===== src/rtl/idex_alu_decode.sv =====
// ID/EX stage: combinational RV32I decode of the ID instruction feeding a pipeline register
// with flush > stall > load priority; produces ALU op, operand selects, immediate and control flags.
module idex_alu_decode #(
    parameter bit SUPPRESS_ILLEGAL = 1'b1,
    parameter bit KILL_X0_WRITE    = 1'b1
) (
    input  logic        clk,
    input  logic        rst_n,
    input  logic        id_valid,
    input  logic [31:0] id_instr,
    input  logic [31:0] id_pc,
    input  logic        stall,
    input  logic        flush,
    output logic        ex_valid,
    output logic [3:0]  ex_aluop,
    output logic [1:0]  ex_a_sel,
    output logic        ex_b_sel,
    output logic [31:0] ex_imm,
    output logic [4:0]  ex_rs1,
    output logic [4:0]  ex_rs2,
    output logic [4:0]  ex_rd,
    output logic [2:0]  ex_funct3,
    output logic        ex_regwrite,
    output logic        ex_memread,
    output logic        ex_memwrite,
    output logic        ex_branch,
    output logic        ex_jump,
    output logic        ex_illegal,
    output logic [31:0] ex_pc
);

    localparam logic [6:0] OP_R      = 7'b0110011;
    localparam logic [6:0] OP_IMM    = 7'b0010011;
    localparam logic [6:0] OP_LOAD   = 7'b0000011;
    localparam logic [6:0] OP_STORE  = 7'b0100011;
    localparam logic [6:0] OP_BRANCH = 7'b1100011;
    localparam logic [6:0] OP_LUI    = 7'b0110111;
    localparam logic [6:0] OP_AUIPC  = 7'b0010111;
    localparam logic [6:0] OP_JAL    = 7'b1101111;
    localparam logic [6:0] OP_JALR   = 7'b1100111;

    localparam logic [3:0] ALU_ADD  = 4'b0000;
    localparam logic [3:0] ALU_SUB  = 4'b1000;
    localparam logic [3:0] ALU_SLT  = 4'b0010;
    localparam logic [3:0] ALU_SLTU = 4'b0011;

    localparam logic [1:0] A_RS1  = 2'b00;
    localparam logic [1:0] A_PC   = 2'b01;
    localparam logic [1:0] A_ZERO = 2'b10;

    localparam logic [6:0] F7_ZERO = 7'b0000000;
    localparam logic [6:0] F7_ALT  = 7'b0100000;

    typedef struct packed {
        logic        valid;
        logic [3:0]  aluop;
        logic [1:0]  a_sel;
        logic        b_sel;
        logic [31:0] imm;
        logic [4:0]  rs1;
        logic [4:0]  rs2;
        logic [4:0]  rd;
        logic [2:0]  funct3;
        logic        regwrite;
        logic        memread;
        logic        memwrite;
        logic        branch;
        logic        jump;
        logic        illegal;
        logic [31:0] pc;
    } ex_t;

    logic [6:0]  opcode_s;
    logic [2:0]  funct3_s;
    logic [6:0]  funct7_s;
    logic [31:0] imm_i_s;
    logic [31:0] imm_s_s;
    logic [31:0] imm_b_s;
    logic [31:0] imm_u_s;
    logic [31:0] imm_j_s;
    logic [31:0] imm_sh_s;
    logic        suppress_s;
    logic        kill_x0_s;
    ex_t         dec_s;
    ex_t         gated_s;
    ex_t         ex_r;

    assign opcode_s = id_instr[6:0];
    assign funct3_s = id_instr[14:12];
    assign funct7_s = id_instr[31:25];

    assign imm_i_s  = {{20{id_instr[31]}}, id_instr[31:20]};
    assign imm_s_s  = {{20{id_instr[31]}}, id_instr[31:25], id_instr[11:7]};
    assign imm_b_s  = {{19{id_instr[31]}}, id_instr[31], id_instr[7], id_instr[30:25], id_instr[11:8], 1'b0};
    assign imm_u_s  = {id_instr[31:12], 12'h000};
    assign imm_j_s  = {{11{id_instr[31]}}, id_instr[31], id_instr[19:12], id_instr[20], id_instr[30:21], 1'b0};
    assign imm_sh_s = {27'd0, id_instr[24:20]};

    // Raw instruction decode: opcode/funct fields to ALU controls and legality
    always_comb begin
        dec_s        = '0;
        dec_s.valid  = 1'b1;
        dec_s.aluop  = ALU_ADD;
        dec_s.rs1    = id_instr[19:15];
        dec_s.rs2    = id_instr[24:20];
        dec_s.rd     = id_instr[11:7];
        dec_s.funct3 = funct3_s;
        dec_s.pc     = id_pc;
        case (opcode_s)
            OP_R: begin
                dec_s.aluop    = {id_instr[30], funct3_s};
                dec_s.regwrite = 1'b1;
                if (funct7_s == F7_ZERO) begin
                    dec_s.illegal = 1'b0;
                end else if ((funct7_s == F7_ALT) && ((funct3_s == 3'b000) || (funct3_s == 3'b101))) begin
                    dec_s.illegal = 1'b0;
                end else begin
                    dec_s.illegal = 1'b1;
                end
            end
            OP_IMM: begin
                dec_s.b_sel    = 1'b1;
                dec_s.regwrite = 1'b1;
                case (funct3_s)
                    3'b001: begin
                        dec_s.aluop   = {1'b0, funct3_s};
                        dec_s.imm     = imm_sh_s;
                        dec_s.illegal = (funct7_s != F7_ZERO);
                    end
                    3'b101: begin
                        dec_s.aluop   = {id_instr[30], 3'b101};
                        dec_s.imm     = imm_sh_s;
                        dec_s.illegal = (funct7_s != F7_ZERO) && (funct7_s != F7_ALT);
                    end
                    default: begin
                        dec_s.aluop = {1'b0, funct3_s};
                        dec_s.imm   = imm_i_s;
                    end
                endcase
            end
            OP_LOAD: begin
                dec_s.b_sel    = 1'b1;
                dec_s.imm      = imm_i_s;
                dec_s.memread  = 1'b1;
                dec_s.regwrite = 1'b1;
                case (funct3_s)
                    3'b000, 3'b001, 3'b010, 3'b100, 3'b101: dec_s.illegal = 1'b0;
                    default:                                dec_s.illegal = 1'b1;
                endcase
            end
            OP_STORE: begin
                dec_s.b_sel    = 1'b1;
                dec_s.imm      = imm_s_s;
                dec_s.memwrite = 1'b1;
                case (funct3_s)
                    3'b000, 3'b001, 3'b010: dec_s.illegal = 1'b0;
                    default:                dec_s.illegal = 1'b1;
                endcase
            end
            OP_BRANCH: begin
                dec_s.branch = 1'b1;
                dec_s.imm    = imm_b_s;
                case (funct3_s)
                    3'b000, 3'b001: dec_s.aluop = ALU_SUB;
                    3'b100, 3'b101: dec_s.aluop = ALU_SLT;
                    3'b110, 3'b111: dec_s.aluop = ALU_SLTU;
                    default:        dec_s.illegal = 1'b1;
                endcase
            end
            OP_LUI: begin
                dec_s.a_sel    = A_ZERO;
                dec_s.b_sel    = 1'b1;
                dec_s.imm      = imm_u_s;
                dec_s.regwrite = 1'b1;
            end
            OP_AUIPC: begin
                dec_s.a_sel    = A_PC;
                dec_s.b_sel    = 1'b1;
                dec_s.imm      = imm_u_s;
                dec_s.regwrite = 1'b1;
            end
            OP_JAL: begin
                dec_s.a_sel    = A_PC;
                dec_s.b_sel    = 1'b1;
                dec_s.imm      = imm_j_s;
                dec_s.jump     = 1'b1;
                dec_s.regwrite = 1'b1;
            end
            OP_JALR: begin
                dec_s.a_sel    = A_RS1;
                dec_s.b_sel    = 1'b1;
                dec_s.imm      = imm_i_s;
                dec_s.jump     = 1'b1;
                dec_s.regwrite = 1'b1;
                dec_s.illegal  = (funct3_s != 3'b000);
            end
            default: begin
                dec_s.illegal = 1'b1;
            end
        endcase
    end

    // Side-effect gating for illegal encodings and writes to x0
    always_comb begin
        suppress_s       = SUPPRESS_ILLEGAL && dec_s.illegal;
        kill_x0_s        = KILL_X0_WRITE && (dec_s.rd == 5'd0);
        gated_s          = dec_s;
        gated_s.regwrite = dec_s.regwrite & ~suppress_s & ~kill_x0_s;
        gated_s.memread  = dec_s.memread  & ~suppress_s;
        gated_s.memwrite = dec_s.memwrite & ~suppress_s;
        gated_s.branch   = dec_s.branch   & ~suppress_s;
        gated_s.jump     = dec_s.jump     & ~suppress_s;
    end

    // ID/EX pipeline register: flush beats stall beats load; no valid input loads a bubble
    always_ff @(posedge clk or negedge rst_n) begin
        if (!rst_n) begin
            ex_r <= '0;
        end else if (flush) begin
            ex_r <= '0;
        end else if (stall) begin
            ex_r <= ex_r;
        end else if (id_valid) begin
            ex_r <= gated_s;
        end else begin
            ex_r <= '0;
        end
    end

    assign ex_valid    = ex_r.valid;
    assign ex_aluop    = ex_r.aluop;
    assign ex_a_sel    = ex_r.a_sel;
    assign ex_b_sel    = ex_r.b_sel;
    assign ex_imm      = ex_r.imm;
    assign ex_rs1      = ex_r.rs1;
    assign ex_rs2      = ex_r.rs2;
    assign ex_rd       = ex_r.rd;
    assign ex_funct3   = ex_r.funct3;
    assign ex_regwrite = ex_r.regwrite;
    assign ex_memread  = ex_r.memread;
    assign ex_memwrite = ex_r.memwrite;
    assign ex_branch   = ex_r.branch;
    assign ex_jump     = ex_r.jump;
    assign ex_illegal  = ex_r.illegal;
    assign ex_pc       = ex_r.pc;

endmodule


===== config.mk =====
export PLATFORM = sky130hd
export DESIGN_NAME = idex_alu_decode
export DESIGN_NICKNAME = d
export VERILOG_FILES = /design/src/rtl/idex_alu_decode.sv
export SDC_FILE = /design/constraint.sdc
export NUM_CORES = 1
export LEC_CHECK = 0
export BUFFER_PORTS_ARGS = -buffer_cell sky130_fd_sc_hd__buf_2
export CELL_PAD_IN_SITES_DETAIL_PLACEMENT = 1
export CELL_PAD_IN_SITES_GLOBAL_PLACEMENT = 1
export CORE_UTILIZATION = 30
export CTS_CLUSTER_SIZE = 24
export DETAILED_ROUTE_END_ITERATION = 6
export PLACE_DENSITY = 0.77
export SLEW_MARGIN = 25
export SYNTH_ARGS = -nofsm -noshare
export SYNTH_HDL_FRONTEND = slang
export SYNTH_SLANG_ARGS = --single-unit

===== constraint.sdc =====
create_clock -name clk -period 1.8 [get_ports clk]
set_clock_uncertainty 0.15 [all_clocks]
set_input_delay 0.27 -clock clk [delete_from_list [all_inputs] [get_ports clk]]
set_output_delay 0.27 -clock clk [all_outputs]
set_load 0.01 [all_outputs]

==> results of run 1 <==
==> cells in the mapped netlist (all sizes together) (3+ instances only) <==
library cell	count	area share [%]
clkbuf	23	2.2
nor3	4	0.50
a22o	56	12
nand2	49	4.6
o21ai	30	3.7
nor2	12	1.1
nor2b	6	0.93
nand3	5	0.62
a32o	3	0.75
or4	3	0.65
a22oi	18	3.4
a21oi	13	1.6
dfrtp	96	60
buf	8	0.90
==> power groups by stage <==
stage / Clock [mW] / Sequential, mW / Combinational [mW]
global route: 2.17 / 2.23 / 0.587
global placement: 0 / 2.26 / 0.483
finish: 2.05 / 2.23 / 0.539
detailed placement: 0 / 2.27 / 0.498
floorplan: 0 / 2.29 / 0.159
CTS: 2.10 / 2.23 / 0.540
==> metrics by stage <==
step	TNS (ns)	instance area (sq um)	hold WS (ns)	utilization, %
2_1_floorplan	-0.03421	4035	-0.1756	-
3_3_place_gp	-2.689	5399	0.07157	41.93
3_5_place_dp	-5.890	5399	0.07740	41.93
4_1_cts	0	5946	0.001033	46.18
5_1_grt	0	5962	0.004853	46.30
6_report	0	5962	0.004850	46.30
==> flip-flops by register name, indices dropped and copies added (netlist names) <==
name         count
ex_regwrite      1
ex_jump          1
ex_memread       1
ex_branch        1
ex_memwrite      1
ex_a_sel         2
ex_rs2           5
ex_b_sel         1
ex_funct3        3
ex_illegal       1
ex_aluop         4
ex_imm          32
ex_rd            5
ex_valid         1
ex_pc           32
ex_rs1           5
==> layer usage <==
layer	vias to the layer above	GRT usage, %	part of all wire [%]
met5	-	0	0
met4	0	6.170	1.5
met3	15	5.523	5.3
met2	110	36.99	51
met1	1941	25.15	42
li1	1768	-	-
==> worst max path at each step <==
stage	startpoint	endpoint	slack (ns)
finish	id_instr[31]	ex_regwrite$_DFFE_PN0P_	0.04
floorplan	id_instr[31]	ex_regwrite$_DFFE_PN0P_	-0.03
global route	id_instr[31]	ex_regwrite$_DFFE_PN0P_	0.005
global placement	id_instr[31]	ex_regwrite$_DFFE_PN0P_	-0.24
detailed placement	id_instr[31]	ex_regwrite$_DFFE_PN0P_	-0.33
CTS	id_instr[31]	ex_regwrite$_DFFE_PN0P_	0.03
==> kinds of logic (layout without fill, tap and decap cells) <==
kind of cell           count (synthesis)  after routing  share of synthesized area, %
XOR/XNOR                               1              1                        0.2174
AND/OR/NAND/NOR                       95             95                         11.39
multiplexers                           1              1                        0.2484
buffers and inverters                 33            257                         3.260
AO/OA/AOI/OAI                        137            137                         25.27
flip-flops                            96             96                         59.61
==> final cells by class <==
| cell class | instances | area (sq um) |
|---|---|---|
| Fill cell | 1474 | 6914 |
| Sequential cell | 96 | 2402 |
| Multi-Input combinational cell | 234 | 1531 |
| Timing Repair Buffer | 239 | 1479 |
| Clock buffer | 13 | 280.3 |
| Tap cell | 172 | 215.2 |
| Clock inverter | 3 | 46.29 |
| Inverter | 2 | 7.507 |
==> timing repair <==
item | in CTS | in global routing
endpoints found under the hold margin | 46 | 0
setup endpoints to repair | 0 | 14
hold buffers | 22 | 0
resized for setup | 0 | 5
==> flow_results.xml, run 1 <==
<?xml version="1.0" encoding="UTF-8"?>
<metrics>
  <group name="status">
    <metric name="status" unit="">finished clean</metric>
  </group>
  <group name="synthesis">
    <metric name="synth.net_count" unit="">432</metric>
    <metric name="yosysSeqAreaShare" unit="%">59.61</metric>
    <metric name="netlist_instances" unit="">363</metric>
    <metric name="postSynthAreaPerCell" unit="sq um">11.10</metric>
    <metric name="synth.distinct_cells" unit="">47</metric>
    <metric name="synth_enable_flop_cells" unit="">0</metric>
    <metric name="asyncSetResetFlopFracSynth" unit="%">100.0</metric>
    <metric name="ys_ff_latch" unit="">96</metric>
    <metric name="post_synth_instance_area" unit="sq mm">0.004030</metric>
    <metric name="synth-main-ff-cell" unit="">sky130_fd_sc_hd__dfrtp_1</metric>
    <metric name="synthesis.yosys.warnings" unit="">0</metric>
  </group>
  <group name="place">
    <metric name="place_congestion" unit="">0.8797</metric>
    <metric name="placed_cells_incl_taps" unit="">721</metric>
    <metric name="io_buffers" unit="">164</metric>
    <metric name="place_hpwl" unit="um">10150</metric>
    <metric name="pre_cts_ws" unit="ns">-0.3284</metric>
  </group>
  <group name="critical_path">
    <metric name="arrival" unit="ns">1.88</metric>
    <metric name="worst_r2r_endpoint" unit="">ex_illegal$_DFFE_PN0P_</metric>
    <metric name="timing.critical_path.required" unit="ns">1.92</metric>
    <metric name="launching_element_type_of_the_critical_path" unit="">input port</metric>
    <metric name="worstReg2RegStart" unit="">ex_illegal$_DFFE_PN0P_</metric>
    <metric name="r2r_setup_slack" unit="ns">0.74</metric>
    <metric name="critical_path_cell_sequence" unit="">buf_2, or4_4, o311ai_2, a21oi_2, or4_1, o21ai_1</metric>
    <metric name="cp_slowest_stage_delay" unit="ns">0.58</metric>
    <metric name="worstPathBufferInverterCount" unit="">1</metric>
    <metric name="setup.worst_path.class" unit="">input port to flip-flop</metric>
    <metric name="wp_depth" unit="">6</metric>
    <metric name="timing.critical_path.to_type" unit="">flip-flop</metric>
    <metric name="reg2reg_depth" unit="">3</metric>
    <metric name="timing.critical_path.slowest_stage_cell" unit="">sky130_fd_sc_hd__or4_4</metric>
    <metric name="critPathMaxFanout" unit="">3</metric>
    <metric name="critical-path-top-delay-family" unit="">simple AND/OR/NAND/NOR gates</metric>
  </group>
  <group name="hold_path">
    <metric name="timing.hold.worst_path_depth" unit="">2</metric>
    <metric name="worst_case_hold_path_end_point" unit="">ex_pc[30]$_DFFE_PN0P_</metric>
    <metric name="hold_path_class" unit="">input port to flip-flop</metric>
    <metric name="worst_hold_startpoint" unit="">id_pc[30]</metric>
  </group>
  <group name="cells_and_area">
    <metric name="area_growth_syn_to_layout" unit="%">47.94</metric>
    <metric name="mostFrequentLayoutCells" unit="">163 x sky130_fd_sc_hd__buf_2, 96 x sky130_fd_sc_hd__dfrtp_1, 56 x sky130_fd_sc_hd__a22o_1, 51 x sky130_fd_sc_hd__buf_4, 49 x sky130_fd_sc_hd__nand2_1</metric>
    <metric name="final_common_cell" unit="">sky130_fd_sc_hd__buf_2</metric>
    <metric name="insertedDiodeCount" unit="">0</metric>
    <metric name="final_cells" unit="">759</metric>
    <metric name="drive_above_1_share" unit="%">41.57</metric>
    <metric name="final_net_count" unit="">651</metric>
  </group>
  <group name="detailed_routing">
    <metric name="routed_via_density" unit="">5.051</metric>
    <metric name="drcViolationCount" unit="">0</metric>
    <metric name="drt_first_pass_iters" unit="">5</metric>
    <metric name="drt-total-wl" unit="um">14220</metric>
    <metric name="dr.first_iter.drc_count" unit="">184</metric>
    <metric name="num_vias" unit="">3834</metric>
    <metric name="postRouteAntennaNets" unit="">0</metric>
    <metric name="drt-wirelength-per-cell" unit="um">18.74</metric>
  </group>
  <group name="global_route">
    <metric name="overflow" unit="">0</metric>
    <metric name="grt_start_max_net_pins" unit="">60</metric>
    <metric name="antenna_violations_before_repair" unit="">0</metric>
    <metric name="global_route_wire_length_before_repair" unit="um">22930</metric>
    <metric name="gr-usage-all-layers" unit="%">21.07</metric>
    <metric name="first_global_vias" unit="">4193</metric>
  </group>
  <group name="floorplan">
    <metric name="placeable_core_region" unit="sq mm">0.01288</metric>
    <metric name="top_level_ports" unit="">165</metric>
    <metric name="fp-row-count" unit="">41</metric>
    <metric name="die_footprint" unit="sq mm">0.01390</metric>
    <metric name="die_w" unit="um">117.9</metric>
    <metric name="die-height" unit="um">117.9</metric>
    <metric name="start_util" unit="%">31.30</metric>
  </group>
  <group name="pwr">
    <metric name="power_report.internal_total" unit="mW">3.684</metric>
    <metric name="combPwrFrac" unit="%">11.2</metric>
    <metric name="peakVddDrop" unit="mV">0.4403</metric>
    <metric name="p_sw" unit="mW">1.134</metric>
    <metric name="clkPwrFrac" unit="%">42.6</metric>
    <metric name="power.total" unit="mW">4.818</metric>
    <metric name="power.static_leakage" unit="nW">3.181</metric>
    <metric name="power.share.switching" unit="%">23.54</metric>
    <metric name="power_frac_seq" unit="%">46.2</metric>
    <metric name="power-per-cell-area" unit="mW/mm^2">808.1</metric>
  </group>
  <group name="cts">
    <metric name="clock_tree.root_cell" unit="">sky130_fd_sc_hd__clkbuf_16</metric>
    <metric name="post_cts_buffers" unit="">0</metric>
    <metric name="worstSkewPairLatency" unit="ns">0.34</metric>
    <metric name="cts_max_path_buffers" unit="">2</metric>
    <metric name="clk_pin_slew_worst_paths" unit="ns">0.06</metric>
    <metric name="cts_tree" unit="">yes</metric>
    <metric name="cts.sink_count" unit="">96</metric>
    <metric name="depth_of_the_cts_h_tree" unit="">3</metric>
    <metric name="cts_inserted_buffers" unit="">9</metric>
  </group>
  <group name="timing">
    <metric name="grt_setup_unrepaired" unit="">false</metric>
    <metric name="finalHoldViolCount" unit="">0</metric>
    <metric name="timing.slew.headroom" unit="%">56.52</metric>
    <metric name="timing.final.max_slew_violations" unit="">0</metric>
    <metric name="final.period_utilization" unit="%">97.58</metric>
    <metric name="clock.fmax" unit="GHz">0.5694</metric>
    <metric name="worst-slew-pin-transition" unit="ns">0.6522</metric>
    <metric name="report.final.setup_viol" unit="">0</metric>
    <metric name="period_minus_slack" unit="ns">1.756</metric>
    <metric name="finalWorstSetupSlack" unit="ns">0.04362</metric>
  </group>
  <group name="job">
    <metric name="drv.max_cap_violation_count" unit="">0</metric>
  </group>
</metrics>
(Power assumes the default switching activity.)
==> run 2: changes to the inputs <==
- REMOVE_ABC_BUFFERS: default -> 1
==> run 2 against run 1 <==
Routed wire length down 6.4%. Sequential power is essentially flat. Worst setup slack gained 0.015 ns. Critical path depth stayed put. Power decreased by 3.4%. Die area unchanged. Critical endpoint unchanged.
==> flow_results.xml, run 2 (synthesis results as in run 1) <==
<?xml version="1.0" encoding="UTF-8"?>
<metrics>
  <group name="status">
    <metric name="status" unit="">finished clean</metric>
  </group>
  <group name="hold_path">
    <metric name="worst_hold_startpoint" unit="">id_pc[19]</metric>
    <metric name="hold_path_class" unit="">input port to flip-flop</metric>
    <metric name="timing.hold.worst_path_depth" unit="">2</metric>
    <metric name="worst_case_hold_path_end_point" unit="">ex_pc[19]$_DFFE_PN0P_</metric>
  </group>
  <group name="detailed_routing">
    <metric name="routed_via_density" unit="">5.070</metric>
    <metric name="postRouteAntennaNets" unit="">0</metric>
    <metric name="dr.first_iter.drc_count" unit="">167</metric>
    <metric name="drcViolationCount" unit="">0</metric>
    <metric name="num_vias" unit="">3853</metric>
    <metric name="drt_first_pass_iters" unit="">4</metric>
    <metric name="drt-wirelength-per-cell" unit="um">17.52</metric>
    <metric name="drt-total-wl" unit="um">13320</metric>
  </group>
  <group name="cts">
    <metric name="cts_tree" unit="">yes</metric>
    <metric name="cts.sink_count" unit="">96</metric>
    <metric name="depth_of_the_cts_h_tree" unit="">3</metric>
    <metric name="cts_inserted_buffers" unit="">9</metric>
    <metric name="cts_max_path_buffers" unit="">2</metric>
    <metric name="clk_pin_slew_worst_paths" unit="ns">0.07</metric>
    <metric name="worstSkewPairLatency" unit="ns">0.34</metric>
    <metric name="clock_tree.root_cell" unit="">sky130_fd_sc_hd__clkbuf_16</metric>
  </group>
  <group name="cells_and_area">
    <metric name="finish.utilization" unit="%">46.28</metric>
    <metric name="area_growth_syn_to_layout" unit="%">47.87</metric>
    <metric name="mostFrequentLayoutCells" unit="">162 x sky130_fd_sc_hd__buf_2, 96 x sky130_fd_sc_hd__dfrtp_1, 56 x sky130_fd_sc_hd__a22o_1, 52 x sky130_fd_sc_hd__buf_4, 49 x sky130_fd_sc_hd__nand2_1</metric>
    <metric name="insertedDiodeCount" unit="">0</metric>
    <metric name="fill_cells" unit="">1461</metric>
    <metric name="drive_above_1_share" unit="%">40.99</metric>
    <metric name="final_net_count" unit="">653</metric>
    <metric name="final_common_cell" unit="">sky130_fd_sc_hd__buf_2</metric>
  </group>
  <group name="critical_path">
    <metric name="timing.critical_path.required" unit="ns">1.91</metric>
    <metric name="launching_element_type_of_the_critical_path" unit="">input port</metric>
    <metric name="worst_r2r_endpoint" unit="">ex_illegal$_DFFE_PN0P_</metric>
    <metric name="worstReg2RegStart" unit="">ex_illegal$_DFFE_PN0P_</metric>
    <metric name="reg2reg_depth" unit="">3</metric>
    <metric name="setup.worst_path.class" unit="">input port to flip-flop</metric>
    <metric name="timing.critical_path.to_type" unit="">flip-flop</metric>
    <metric name="r2r_setup_slack" unit="ns">0.75</metric>
    <metric name="arrival" unit="ns">1.86</metric>
    <metric name="critPathMaxFanout" unit="">3</metric>
  </group>
  <group name="floorplan">
    <metric name="die_w" unit="um">117.9</metric>
    <metric name="fp-row-count" unit="">41</metric>
    <metric name="die-height" unit="um">117.9</metric>
    <metric name="placeable_core_region" unit="sq mm">0.01288</metric>
    <metric name="die_footprint" unit="sq mm">0.01390</metric>
    <metric name="top_level_ports" unit="">165</metric>
    <metric name="start_util" unit="%">31.30</metric>
  </group>
  <group name="job">
    <metric name="drv.max_cap_violation_count" unit="">0</metric>
  </group>
  <group name="timing">
    <metric name="report.final.setup_viol" unit="">0</metric>
    <metric name="final.period_utilization" unit="%">96.72</metric>
    <metric name="worst-slew-pin-transition" unit="ns">0.6612</metric>
    <metric name="clock.fmax" unit="GHz">0.5744</metric>
    <metric name="period_minus_slack" unit="ns">1.741</metric>
    <metric name="grt_setup_unrepaired" unit="">true</metric>
    <metric name="timing.final.max_slew_violations" unit="">0</metric>
    <metric name="timing.slew.headroom" unit="%">55.76</metric>
    <metric name="finalHoldViolCount" unit="">0</metric>
    <metric name="hold_ws" unit="ns">0.01008</metric>
  </group>
  <group name="global_route">
    <metric name="grt_start_max_net_pins" unit="">44</metric>
    <metric name="antenna_violations_before_repair" unit="">0</metric>
    <metric name="overflow" unit="">0</metric>
    <metric name="gr-usage-all-layers" unit="%">19.94</metric>
    <metric name="first_global_vias" unit="">4131</metric>
    <metric name="global_route_wire_length_before_repair" unit="um">21820</metric>
  </group>
  <group name="place">
    <metric name="place_congestion" unit="">0.8310</metric>
    <metric name="place_hpwl" unit="um">9792</metric>
    <metric name="io_buffers" unit="">164</metric>
  </group>
  <group name="pwr">
    <metric name="power.total" unit="mW">4.656</metric>
    <metric name="peakVddDrop" unit="mV">0.3501</metric>
    <metric name="power.static_leakage" unit="nW">3.178</metric>
    <metric name="power-per-cell-area" unit="mW/mm^2">781.3</metric>
  </group>
</metrics>
==> run 2: cell types whose count changed in the layout (fill, tap and decap cells not counted), sizes merged <==
cell,previous run,this run
buf,217,220
clkbuf,13,12
clkinv,0,1
dlygate4sd3,22,21
inv,3,2
==> run 2: report_power, final <==
group	internal (mW)	total [mW]	switching, mW
clock	1.11	1.89	0.781
sequential	2.20	2.23	0.0259
combinational	0.254	0.541	0.287
==> run 2: through the flow <==
step | TNS [ns] | instances | instance area, sq um | worst slack [ns]
2_1_floorplan | -250.32 | 332 | 3906 | -3.341
3_3_place_gp | -1.756 | 723 | 5433 | -0.3102
3_5_place_dp | -3.091 | 723 | 5433 | -0.3582
4_1_cts | 0 | 759 | 5932 | 0.003775
5_1_grt | 0 | 760 | 5959 | 0.006106
6_report | 0 | 760 | 5959 | 0.05903
==> run 2: layout make-up <==
type	count	area, sq um	area share (%)
Sequential cell	96	2402	40.31
Multi-Input combinational cell	234	1523	25.55
Timing Repair Buffer	241	1523	25.55
Clock buffer	12	246.5	4.136
Tap cell	172	215.2	3.611
Clock inverter	3	42.54	0.7138
Inverter	2	7.507	0.1260
==> run 2: layer usage <==
| metal | share of wire (%) | up-vias | track usage [%] |
|---|---|---|---|
| met4 | 1.6 | 0 | 6.811 |
| met2 | 50 | 109 | 35.44 |
| met1 | 44 | 1949 | 23.93 |
| met3 | 4.3 | 15 | 3.876 |
| li1 | - | 1780 | - |
| met5 | 0 | - | 0 |
==> run 2: critical path, stage by stage <==
cell and delay (ns):
sky130_fd_sc_hd__buf_6 0.09, sky130_fd_sc_hd__or4_4 0.57, sky130_fd_sc_hd__o311ai_4 0.28, sky130_fd_sc_hd__a21oi_2 0.10, sky130_fd_sc_hd__or4_1 0.41, sky130_fd_sc_hd__o21ai_1 0.14
==> run 2: worst max path at each step <==
| stage | start | end | slack (ns) | cells past startpoint |
|---|---|---|---|---|
| after global placement | id_instr[31] | ex_regwrite$_DFFE_PN0P_ | -0.31 | 6 |
| final | id_instr[27] | ex_regwrite$_DFFE_PN0P_ | 0.06 | 6 |
| after global routing | id_instr[27] | ex_regwrite$_DFFE_PN0P_ | 0.006 | 6 |
| after floorplan | flush | ex_imm[30]$_DFFE_PN0P_ | -3.34 | 5 |
| after CTS | id_instr[31] | ex_regwrite$_DFFE_PN0P_ | 0.004 | 6 |
| after detailed placement | id_instr[31] | ex_regwrite$_DFFE_PN0P_ | -0.36 | 6 |
==> run 2: timing repair <==
action	4_1_cts	5_1_grt
setup buffers	0	1
endpoints found under the setup margin	0	2
hold endpoints to repair	48	0
resized for setup	0	3
hold buffers	21	0
==> run 3: changes to the inputs <==
- SETUP_SLACK_MARGIN: default -> 0.15
==> run 3 against run 2 <==
Non-clock buffer count is the same. Combinational power about the same. Hold slack worse by 0.0010 ns. First-iteration DRC count is 1.2% higher. Count of clock-buffer cells in the layout did not move. Cell area up 0.23%. Highest routed layer unchanged. Core utilization is 0.11 points higher. Register-to-register slack about the same. Sequential cell count stayed put. Sequential power about the same. Via count fell by 0.31%. Critical path depth is the same.
==> flow_results.xml, run 3 (synthesis results as in run 1) <==
<?xml version="1.0" encoding="UTF-8"?>
<metrics>
  <group name="status">
    <metric name="status" unit="">finished clean</metric>
  </group>
  <group name="detailed_routing">
    <metric name="drcViolationCount" unit="">0</metric>
    <metric name="postRouteAntennaNets" unit="">0</metric>
    <metric name="drt_first_pass_iters" unit="">4</metric>
    <metric name="num_vias" unit="">3841</metric>
    <metric name="routed_via_density" unit="">5.054</metric>
    <metric name="dr.first_iter.drc_count" unit="">169</metric>
    <metric name="drt-wirelength-per-cell" unit="um">17.47</metric>
    <metric name="drt-total-wl" unit="um">13280</metric>
  </group>
  <group name="cells_and_area">
    <metric name="fill_cells" unit="">1458</metric>
    <metric name="final_net_count" unit="">653</metric>
    <metric name="final_common_cell" unit="">sky130_fd_sc_hd__buf_2</metric>
    <metric name="drive_above_1_share" unit="%">42.01</metric>
    <metric name="stdcell_area" unit="sq mm">0.005973</metric>
    <metric name="mostFrequentLayoutCells" unit="">163 x sky130_fd_sc_hd__buf_2, 96 x sky130_fd_sc_hd__dfrtp_1, 56 x sky130_fd_sc_hd__a22o_1, 52 x sky130_fd_sc_hd__buf_4, 49 x sky130_fd_sc_hd__nand2_1</metric>
    <metric name="area_growth_syn_to_layout" unit="%">48.21</metric>
    <metric name="insertedDiodeCount" unit="">0</metric>
  </group>
  <group name="critical_path">
    <metric name="timing.critical_path.to_type" unit="">flip-flop</metric>
    <metric name="arrival" unit="ns">1.84</metric>
    <metric name="critPathMaxFanout" unit="">3</metric>
    <metric name="setup.worst_path.class" unit="">input port to flip-flop</metric>
    <metric name="timing.critical_path.required" unit="ns">1.92</metric>
    <metric name="launching_element_type_of_the_critical_path" unit="">input port</metric>
    <metric name="r2r_setup_slack" unit="ns">0.75</metric>
  </group>
  <group name="pwr">
    <metric name="power.static_leakage" unit="nW">3.181</metric>
    <metric name="combPwrFrac" unit="%">11.6</metric>
    <metric name="peakVddDrop" unit="mV">0.3504</metric>
    <metric name="power.share.switching" unit="%">23.54</metric>
    <metric name="power.total" unit="mW">4.660</metric>
    <metric name="clkPwrFrac" unit="%">40.5</metric>
    <metric name="p_sw" unit="mW">1.097</metric>
    <metric name="power-per-cell-area" unit="mW/mm^2">780.1</metric>
    <metric name="power_report.internal_total" unit="mW">3.563</metric>
    <metric name="power_frac_seq" unit="%">47.8</metric>
  </group>
  <group name="cts">
    <metric name="cts_max_path_buffers" unit="">2</metric>
    <metric name="cts_tree" unit="">yes</metric>
    <metric name="clock_tree.root_cell" unit="">sky130_fd_sc_hd__clkbuf_16</metric>
    <metric name="cts_inserted_buffers" unit="">9</metric>
    <metric name="depth_of_the_cts_h_tree" unit="">3</metric>
    <metric name="clk_pin_slew_worst_paths" unit="ns">0.07</metric>
    <metric name="cts.sink_count" unit="">96</metric>
    <metric name="worstSkewPairLatency" unit="ns">0.34</metric>
  </group>
  <group name="floorplan">
    <metric name="placeable_core_region" unit="sq mm">0.01288</metric>
    <metric name="die-height" unit="um">117.9</metric>
    <metric name="fp-row-count" unit="">41</metric>
    <metric name="die_footprint" unit="sq mm">0.01390</metric>
    <metric name="top_level_ports" unit="">165</metric>
    <metric name="die_w" unit="um">117.9</metric>
    <metric name="start_util" unit="%">31.30</metric>
  </group>
  <group name="place">
    <metric name="place_congestion" unit="">0.8310</metric>
    <metric name="io_buffers" unit="">164</metric>
    <metric name="pre_cts_ws" unit="ns">-0.3582</metric>
    <metric name="placedInstanceArea" unit="sq mm">0.005433</metric>
    <metric name="place_hpwl" unit="um">9792</metric>
  </group>
  <group name="timing">
    <metric name="report.final.setup_viol" unit="">0</metric>
    <metric name="period_minus_slack" unit="ns">1.716</metric>
    <metric name="clock.fmax" unit="GHz">0.5827</metric>
    <metric name="worst-slew-pin-transition" unit="ns">0.4352</metric>
    <metric name="timing.slew.headroom" unit="%">70.98</metric>
    <metric name="hold_ws" unit="ns">0.009070</metric>
    <metric name="timing.final.max_slew_violations" unit="">0</metric>
    <metric name="finalWorstSetupSlack" unit="ns">0.08392</metric>
    <metric name="final.period_utilization" unit="%">95.34</metric>
    <metric name="finalSetupTns" unit="ns">0</metric>
    <metric name="grt_setup_unrepaired" unit="">true</metric>
    <metric name="finalHoldViolCount" unit="">0</metric>
  </group>
  <group name="job">
    <metric name="drv.max_cap_violation_count" unit="">0</metric>
  </group>
  <group name="global_route">
    <metric name="grt_start_max_net_pins" unit="">44</metric>
    <metric name="first_global_vias" unit="">4140</metric>
    <metric name="global_route_wire_length_before_repair" unit="um">21810</metric>
    <metric name="antenna_violations_before_repair" unit="">0</metric>
    <metric name="overflow" unit="">0</metric>
    <metric name="gr-usage-all-layers" unit="%">19.93</metric>
  </group>
  <group name="hold_path">
    <metric name="hold_path_class" unit="">input port to flip-flop</metric>
  </group>
</metrics>
==> run 3: area by class of cell <==
cell class,count,area [sq um],share of cell area (%)
clock buffers,12,246.5,4.127
clock inverters,3,42.54,0.7122
inverters,2,7.507,0.1257
multi-input cells,234,1543,25.83
flip-flops and latches,96,2402,40.22
well taps,172,215.2,3.603
repair buffers,241,1516,25.39
==> run 3: power groups by stage <==
stage	clock, mW	combinational, mW	sequential, mW
final	1.89	0.542	2.23
after global routing	2.02	0.592	2.23
after CTS	1.95	0.543	2.23
after detailed placement	0	0.503	2.27
after global placement	0	0.486	2.26
after floorplan	0	0.133	2.29
==> run 3: path summary, 6_finish.rpt <==
kind,cells after the start,start,to
hold / removal,2,id_pc[19],ex_pc[19]$_DFFE_PN0P_
min in group asynchronous,2,rst_n,ex_pc[6]$_DFFE_PN0P_
max in group asynchronous,3,rst_n,ex_imm[30]$_DFFE_PN0P_
setup / recovery,6,id_instr[27],ex_regwrite$_DFFE_PN0P_
hold reg to reg,2,ex_imm[0]$_DFFE_PN0P_,ex_imm[0]$_DFFE_PN0P_
setup reg to reg,3,ex_illegal$_DFFE_PN0P_,ex_illegal$_DFFE_PN0P_
==> run 3: critical path: stages <==
cell and delay (ns):
sky130_fd_sc_hd__buf_2 0.10, sky130_fd_sc_hd__or4_4 0.57, sky130_fd_sc_hd__o311ai_4 0.24, sky130_fd_sc_hd__a21oi_2 0.11, sky130_fd_sc_hd__or4_4 0.43, sky130_fd_sc_hd__o21ai_2 0.12
==> run 3: per-layer routing <==
metal | up-vias | share of wire, % | track usage [%]
li1 | 1787 | - | -
met1 | 1926 | 44 | 23.77
met2 | 113 | 50 | 35.51
met3 | 15 | 4.3 | 3.924
met4 | 0 | 1.6 | 6.891
met5 | - | 0 | 0
==> run 3: what timing repair did <==
item | 4_1_cts | 5_1_grt
pin swaps | 3 | 2
setup buffers | 1 | 0
resized for setup | 2 | 8
endpoints found under the hold margin | 48 | 0
hold buffers | 21 | 0
setup endpoints to repair | 2 | 19
==> run 3: per-stage QoR <==
| step | util (%) | cells |
|---|---|---|
| 6_report | 46.39 | 760 |
| 5_1_grt | 46.39 | 760 |
| 4_1_cts | 46.23 | 760 |
| 3_5_place_dp | 42.19 | 723 |
| 3_3_place_gp | 42.19 | 723 |
| 2_1_floorplan | - | 332 |
